===== config.mk =====
export PLATFORM = sky130hd
export DESIGN_NAME = fraction_multiplier_param
export DESIGN_NICKNAME = d
export VERILOG_FILES = /design/src/rtl/fraction_multiplier_param.sv
export SDC_FILE = /design/constraint.sdc
export NUM_CORES = 1
export LEC_CHECK = 0
export BUFFER_PORTS_ARGS = -buffer_cell sky130_fd_sc_hd__buf_4
export CAP_MARGIN = 20
export CORE_MARGIN = 4
export CORE_UTILIZATION = 55
export DETAILED_ROUTE_END_ITERATION = 8
export PLACE_DENSITY = 0.89
export SLEW_MARGIN = 20
export SYNTH_ARGS = -nofsm -noshare
export SYNTH_HDL_FRONTEND = slang
export SYNTH_SLANG_ARGS = --single-unit

===== constraint.sdc =====
create_clock -name clk -period 3.3 [get_ports clk]
set_input_delay 0.165 -clock clk [delete_from_list [all_inputs] [get_ports clk]]
set_output_delay 0.165 -clock clk [all_outputs]
set_load 0.03 [all_outputs]

===== src/rtl/fraction_multiplier_param.sv =====
// fraction_multiplier_param
//   Sequential signed-fraction multiplier. Two N-bit two's-complement fractions
//   (Q0.N-1) are multiplied by add-and-shift, one iteration per clock. The result
//   is a 2N-1 bit Q0.2N-2 product: the full 2N-bit product with its redundant
//   sign bit dropped.
//
//   Optional build macro FRAC_MULT_SAT_EN:
//     - Defined: -1 x -1 saturates to 0111..1 and raises ovf.
//     - Undefined: -1 x -1 wraps to 1000..0 and ovf is always 0.
//
// Parameters
//   N        operand width in bits (N >= 2)
//
// Ports
//   clk      clock; all state changes on the rising edge
//   rst_n    asynchronous active-low reset
//   st       start request; accepted in IDLE or DONE
//   mplier   multiplier, sampled only on the accepting edge
//   mcand    multiplicand, sampled only on the accepting edge
//   product  registered result; changes only on the completion edge
//   done     result valid; held until the next accepted start
//   busy     multiply in progress
//   ovf      -1 x -1 saturation flag
module fraction_multiplier_param #(
  parameter int N = 4
) (
  input  logic           clk,
  input  logic           rst_n,
  input  logic           st,
  input  logic [N-1:0]   mplier,
  input  logic [N-1:0]   mcand,
  output logic [2*N-2:0] product,
  output logic           done,
  output logic           busy,
  output logic           ovf
);

  localparam int CW = (N > 2) ? $clog2(N) : 1;

  typedef enum logic [1:0] {
    IDLE = 2'd0,
    RUN  = 2'd1,
    DONE = 2'd2
  } state_t;

  state_t         state_reg, state_next;
  // The accumulator carries one extra bit so that the add or subtract cannot
  // overflow before the arithmetic shift.
  logic [N:0]     a_reg, a_next;
  logic [N-1:0]   b_reg, b_next;
  logic [N-1:0]   c_reg, c_next;
  logic [CW-1:0]  count_reg, count_next;
  logic [2*N-2:0] product_reg, product_next;
  logic           done_reg, done_next;
  logic           busy_reg, busy_next;
  logic           ovf_reg, ovf_next;

  // Datapath for one iteration.
  logic [N:0]     c_ext;
  logic [N:0]     sum;
  logic [N:0]     a_sh;
  logic [N-1:0]   b_sh;
  logic           last_iter;
  logic [2*N-2:0] low_product;

  always_comb begin
    c_ext     = {c_reg[N-1], c_reg};
    last_iter = (count_reg == CW'(N-1));
    // The sign bit of the multiplier has weight -1, so the final partial
    // product is subtracted instead of added.
    if (b_reg[0]) begin
      sum = last_iter ? (a_reg - c_ext) : (a_reg + c_ext);
    end else begin
      sum = a_reg;
    end
    a_sh        = {sum[N], sum[N:1]};
    b_sh        = {sum[0], b_reg[N-1:1]};
    // After the final shift, {a_sh, b_sh} holds the integer product. Bit 2N-1
    // of that product is the redundant sign bit; it lives in a_sh[N-1] and is
    // dropped here.
    low_product = {a_sh[N-2:0], b_sh};
  end

  always_comb begin
    state_next   = state_reg;
    a_next       = a_reg;
    b_next       = b_reg;
    c_next       = c_reg;
    count_next   = count_reg;
    product_next = product_reg;
    done_next    = done_reg;
    busy_next    = busy_reg;
    ovf_next     = ovf_reg;

    case (state_reg)
      IDLE, DONE: begin
        if (st) begin
          c_next     = mcand;
          b_next     = mplier;
          a_next     = '0;
          count_next = '0;
          done_next  = 1'b0;
          ovf_next   = 1'b0;
          busy_next  = 1'b1;
          state_next = RUN;
        end
      end
      RUN: begin
        a_next     = a_sh;
        b_next     = b_sh;
        count_next = count_reg + CW'(1);
        if (last_iter) begin
          done_next  = 1'b1;
          busy_next  = 1'b0;
          state_next = DONE;
`ifdef FRAC_MULT_SAT_EN
          // The only product of magnitude +1.0 has 01 in its top two bits.
          // It comes from -1 x -1.
          if (!a_sh[N-1] && a_sh[N-2]) begin
            product_next = {1'b0, {(2*N-2){1'b1}}};
            ovf_next     = 1'b1;
          end else begin
            product_next = low_product;
          end
`else
          product_next = low_product;
`endif
        end
      end
      default: begin
        state_next = IDLE;
      end
    endcase
  end

  always_ff @(posedge clk or negedge rst_n) begin
    if (!rst_n) begin
      state_reg   <= IDLE;
      a_reg       <= '0;
      b_reg       <= '0;
      c_reg       <= '0;
      count_reg   <= '0;
      product_reg <= '0;
      done_reg    <= 1'b0;
      busy_reg    <= 1'b0;
      ovf_reg     <= 1'b0;
    end else begin
      state_reg   <= state_next;
      a_reg       <= a_next;
      b_reg       <= b_next;
      c_reg       <= c_next;
      count_reg   <= count_next;
      product_reg <= product_next;
      done_reg    <= done_next;
      busy_reg    <= busy_next;
      ovf_reg     <= ovf_next;
    end
  end

  assign product = product_reg;
  assign done    = done_reg;
  assign busy    = busy_reg;
  assign ovf     = ovf_reg;

endmodule

### Word level (Yosys, flattened, before mapping)

Index checks and enable logic that the tools add are counted.

* multiply operators: 0
* multiplexer cells: 17
* div/mod/pow operators: 0
* reductions and logical operators: 8
* shift-type cells: 0
* equality and inequality tests: 5
* add/sub/neg operators: 3
* bitwise gates (word level): 0
* order comparisons: 0

Operator list (number)
* $mux 5: 3
* $pmux 5 s2: 1
* $pmux 2 s2: 2
* $pmux 4 s2: 1
* $reduce_and 2->1: 4
* $mux 2: 3
* $add 5x5->5: 1
* $sub 5x5->5: 1
* $eq 2x2->1 const B: 2
* $mux 1: 4
* $mux 4: 1
* $ne 2x2->1 const B: 2
* $pmux 1 s2: 2
* $reduce_and 3->1: 1
* $add 2x1->2 const B: 1
* $eq 2x1->1 const B: 1
* $logic_not 2->1: 1
* $reduce_bool 2->1: 1
* $reduce_or 2->1: 1

* output and inout port bits: 10
* logic and storage cells: 41
* latch bits: 0
* bits in writable memories: 0
* register bits: 26
* bits of input ports: 11
* memory bits (read-only): 0
* memories kept: 0

### Logic depth before layout (Yosys ltp)

* depth in word-level cells: 4
* depth in mapped cells: 10
* depth with buffers taken out: 10

### Worst setup path after synthesis

Ideal clock, no wire load.

* kind: reg2reg
* start: reg count_reg[0]
* end: reg a_reg[2]
* path buffers: 0
* library setup time: 0.135 ns
* clock period less this slack: 2.227 ns
* required time: 3.165 ns
* data arrival time: 2.092 ns
* setup slack: 1.073 ns
* stages on the path, launching flop included: 10
* cells stage by stage: dfrtp_1 > ha_1 > mux2_2 > inv_1 > ha_1 > nor2b_1 > o21a_1 > or3_1 > a31oi_1 > o21ai_0

* longest elaborated chain between the ends: 4

RTL lines
* start, declared: line 52 `logic [CW-1:0] count_reg, count_next;`
* start signal, assigned: line 152 `count_reg <= count_next;`
* $eq 2x2->1: line 68 `last_iter = (count_reg == CW'(N-1));`
* $mux 5: line 72 `sum = last_iter ? (a_reg - c_ext) : (a_reg + c_ext);`
* $mux 5: line 71 `if (b_reg[0]) begin`
* $pmux 5 s2: line 95 `case (state_reg)`
* end signal, assigned: line 149 `a_reg <= a_next;`
* end, declared: line 49 `logic [N:0] a_reg, a_next;`

No other way between the ends.
A chain may end at the register's enable or synchronous reset.

### Worst setup path after layout

Ends and elaborated chain as after synthesis.

==> metrics.yaml <==
grt:
  grt_max_degree: 26
  antenna_found_initial: 0
  grt_pass1_vias: 995
  grt_pass1_wl_um: 4360
  globalRouteOverflowTotal: 0
  track_usage: 0.175
critical_path:
  crit_path_cell_trace: "ha_1 -> mux2_2 -> inv_1 -> ha_1 -> nor2b_1 -> o21a_1 -> or3_1 -> a31oi_1 -> o21ai_0"
  crit_path_top_delay_cell: "mux2_2"
  arrival_ns: 2.62
  cp-end-kind: "register"
  worst-path-buf-inv: 1
  path_delay_family: "adder cells"
  crit_type: "register to register"
  cp_common_cell: "ha_1"
  required_ns: 3.50
  worstPathMaxFanout: 7
  startpoint_type: "register"
  slowest_delay_ns: 0.40
floorplanning:
  die_h_um: 56.1
  io_pins: 21
  rows: 17
  core_mm2: 0.00221
  die_w_um: 56.1
  initial_core_util: 0.576
  die_area_mm2: 0.00315
power:
  swShare: 0.441
  ir_worst_vdd_uv: 727
  pwr-share-comb: 0.595
  clockPowerShare: 0.076
  power_frac_seq: 0.328
  power.leakage_nw: 0.719
  pwr_density_cell_mw_per_mm2: 1210
  p_int_uw: 979
  power.switching_uw: 772
clock_tree:
  holdBufCountCts: 1
  post-cts-setup-buffers: 0
  clock_sink_count: 25
  cts_resized: 0
  clk_latency_ns: 0.32
  clk_pin_slew_ns: 0.12
  cts_tree: "yes"
  clock_tree.root_cell: "clkbuf_4"
  cts_buffers: 3
  cts.path.max_buffers: 2
  h-tree-depth: 1
routing:
  wl_um: 2340
  drt.antenna.violating_nets: 0
  vias_per_cell: 5.47
  wl_per_cell_um: 13.3
  drt_iter0_markers: 17
  drc: 0
  drt-pass1-iter-count: 4
  num_vias: 963
final_layout:
  area_growth_pct: 13.5
  fillers: 186
  finalNonFillerCells: 176
  multi_input_area_um2: 582
  diodes: 0
  mostFrequentLayoutCell: "nand2_1"
  drive_gt1_frac: 0.203
  final_cell_mix: "nand2_1, dfrtp_1, buf_4"
  nets: 167
  largest_register_ffs: 7
  regArea_um2: 626
sta:
  slew_headroom: 0.500
  worst_pin_slew_ns: 0.748
  setup_violations: 0
  setup_tns_ns: 0
  fin_crit_sh: 0.735
  report.final.slew_viol_count: 0
  rsz0062_at_grt: "no"
  finalHoldViolations: 0
  fin_worst_skew_ns: 0.0101
  fmax_ghz: 0.412
  post-route-min-period_ns: 2.43
synthesis:
  yosysWarningCount: 0
  syn_nets: 149
  syn_area_mm2: 0.00127
  ys_seq_area_frac: 0.491
  avgSynthCellArea_um2: 9.72
  synth-seq-cells: 25
  syn_inst: 131
  synth_cell_types: 32
flow_run:
  maxCapViolations: 0
outcome:
  status: "completed"
place:
  dp_hpwl_um: 1770
  port_buffers: 19
  finalWeightedCongestion: 0.873
  post-place-cells: 171
min_path:
  hp-class: "primary input to register"
kinds of logic (layout without fill, tap and decap cells):
family,Yosys count,in the layout,share of synthesized area
buffers and inverters,13,30,0.0521
AO/OA/AOI/OAI,23,23,0.104
AND/OR/NAND/NOR,50,50,0.177
other,1,1,0.00294
flip-flops,25,25,0.491
adder cells (fa/ha/maj),7,7,0.0747
multiplexers,7,7,0.0638
XOR/XNOR,5,5,0.0344
cell type report:
type	instances	area share
Timing Repair Buffer	20	0.106
Tap cell	28	0.0242
Sequential cell	25	0.433
Clock inverter	1	0.00346
Multi-Input combinational cell	93	0.403
Inverter	6	0.0156
Clock buffer	3	0.0156
per-stage QoR:
step	util	power [mW]	setup WS [ns]	hold WS, ns	cell area [um2]
after CTS	0.653	1.77	0.888	0.0194	1450
final	0.653	1.75	0.874	0.0321	1450
after global placement	0.636	1.57	1.02	0.0799	1410
after detailed placement	0.636	1.62	0.909	0.0794	1410
after global routing	0.653	1.92	0.722	0.0322	1450
after floorplan	-	1.38	1.07	-0.131	1270
worst min-delay path, stage by stage:
cell and delay (ns):
buf_4 0.08, nand2_1 0.04, nand2_1 0.04
power by group through the flow:
stage / registers (mW) / logic, mW / clock network (mW)
after floorplan: 0.641 / 0.742 / 0
after global placement: 0.568 / 0.998 / 0
after detailed placement: 0.582 / 1.04 / 0
after CTS: 0.575 / 1.05 / 0.141
after global routing: 0.597 / 1.16 / 0.156
final: 0.575 / 1.04 / 0.134
final timing paths:
| check | start | endpoint | slack, ns | depth (start not counted) |
|---|---|---|---|---|
| max reg2reg | count_reg[0] | a_reg[2] | 0.87 | 9 |
| min | mcand[3] | c_reg[3] | 0.03 | 3 |
| max | count_reg[0] | a_reg[2] | 0.87 | 9 |
| max in group asynchronous | rst_n | b_reg[0] | 2.80 | 2 |
| min reg2reg | busy | busy | 0.49 | 2 |
| min in group asynchronous | rst_n | product[4] | 0.26 | 2 |
synth_stat cells (all sizes together):
library cell / instances / area, um2
nand2: 28 / 113
dfrtp: 25 / 626
o21ai: 11 / 55.1
nor2: 9 / 33.8
ha: 6 / 75.1
inv: 6 / 22.5
mux2: 6 / 71.3
buf: 5 / 36.3
xnor2: 5 / 43.8
a21oi: 4 / 20.0
a31oi: 3 / 18.8
nand2b: 3 / 18.8
nor2b: 3 / 18.8
a22o: 2 / 17.5
clkbuf: 2 / 7.51
nor3: 2 / 10.0
a21o: 1 / 7.51
and2: 1 / 6.26
and2b: 1 / 7.51
and3: 1 / 6.26
conb: 1 / 3.75
fa: 1 / 20.0
mux2i: 1 / 10.0
nand3: 1 / 5.00
o21a: 1 / 7.51
o22ai: 1 / 6.26
or3: 1 / 6.26
layer usage:
layer	GRT usage	share of wire
met3	0.0325	0.040
met4	0.105	0.032
met5	0	0
met2	0.275	0.50
met1	0.222	0.43
No activity file was read; power rests on OpenSTA's default activity.
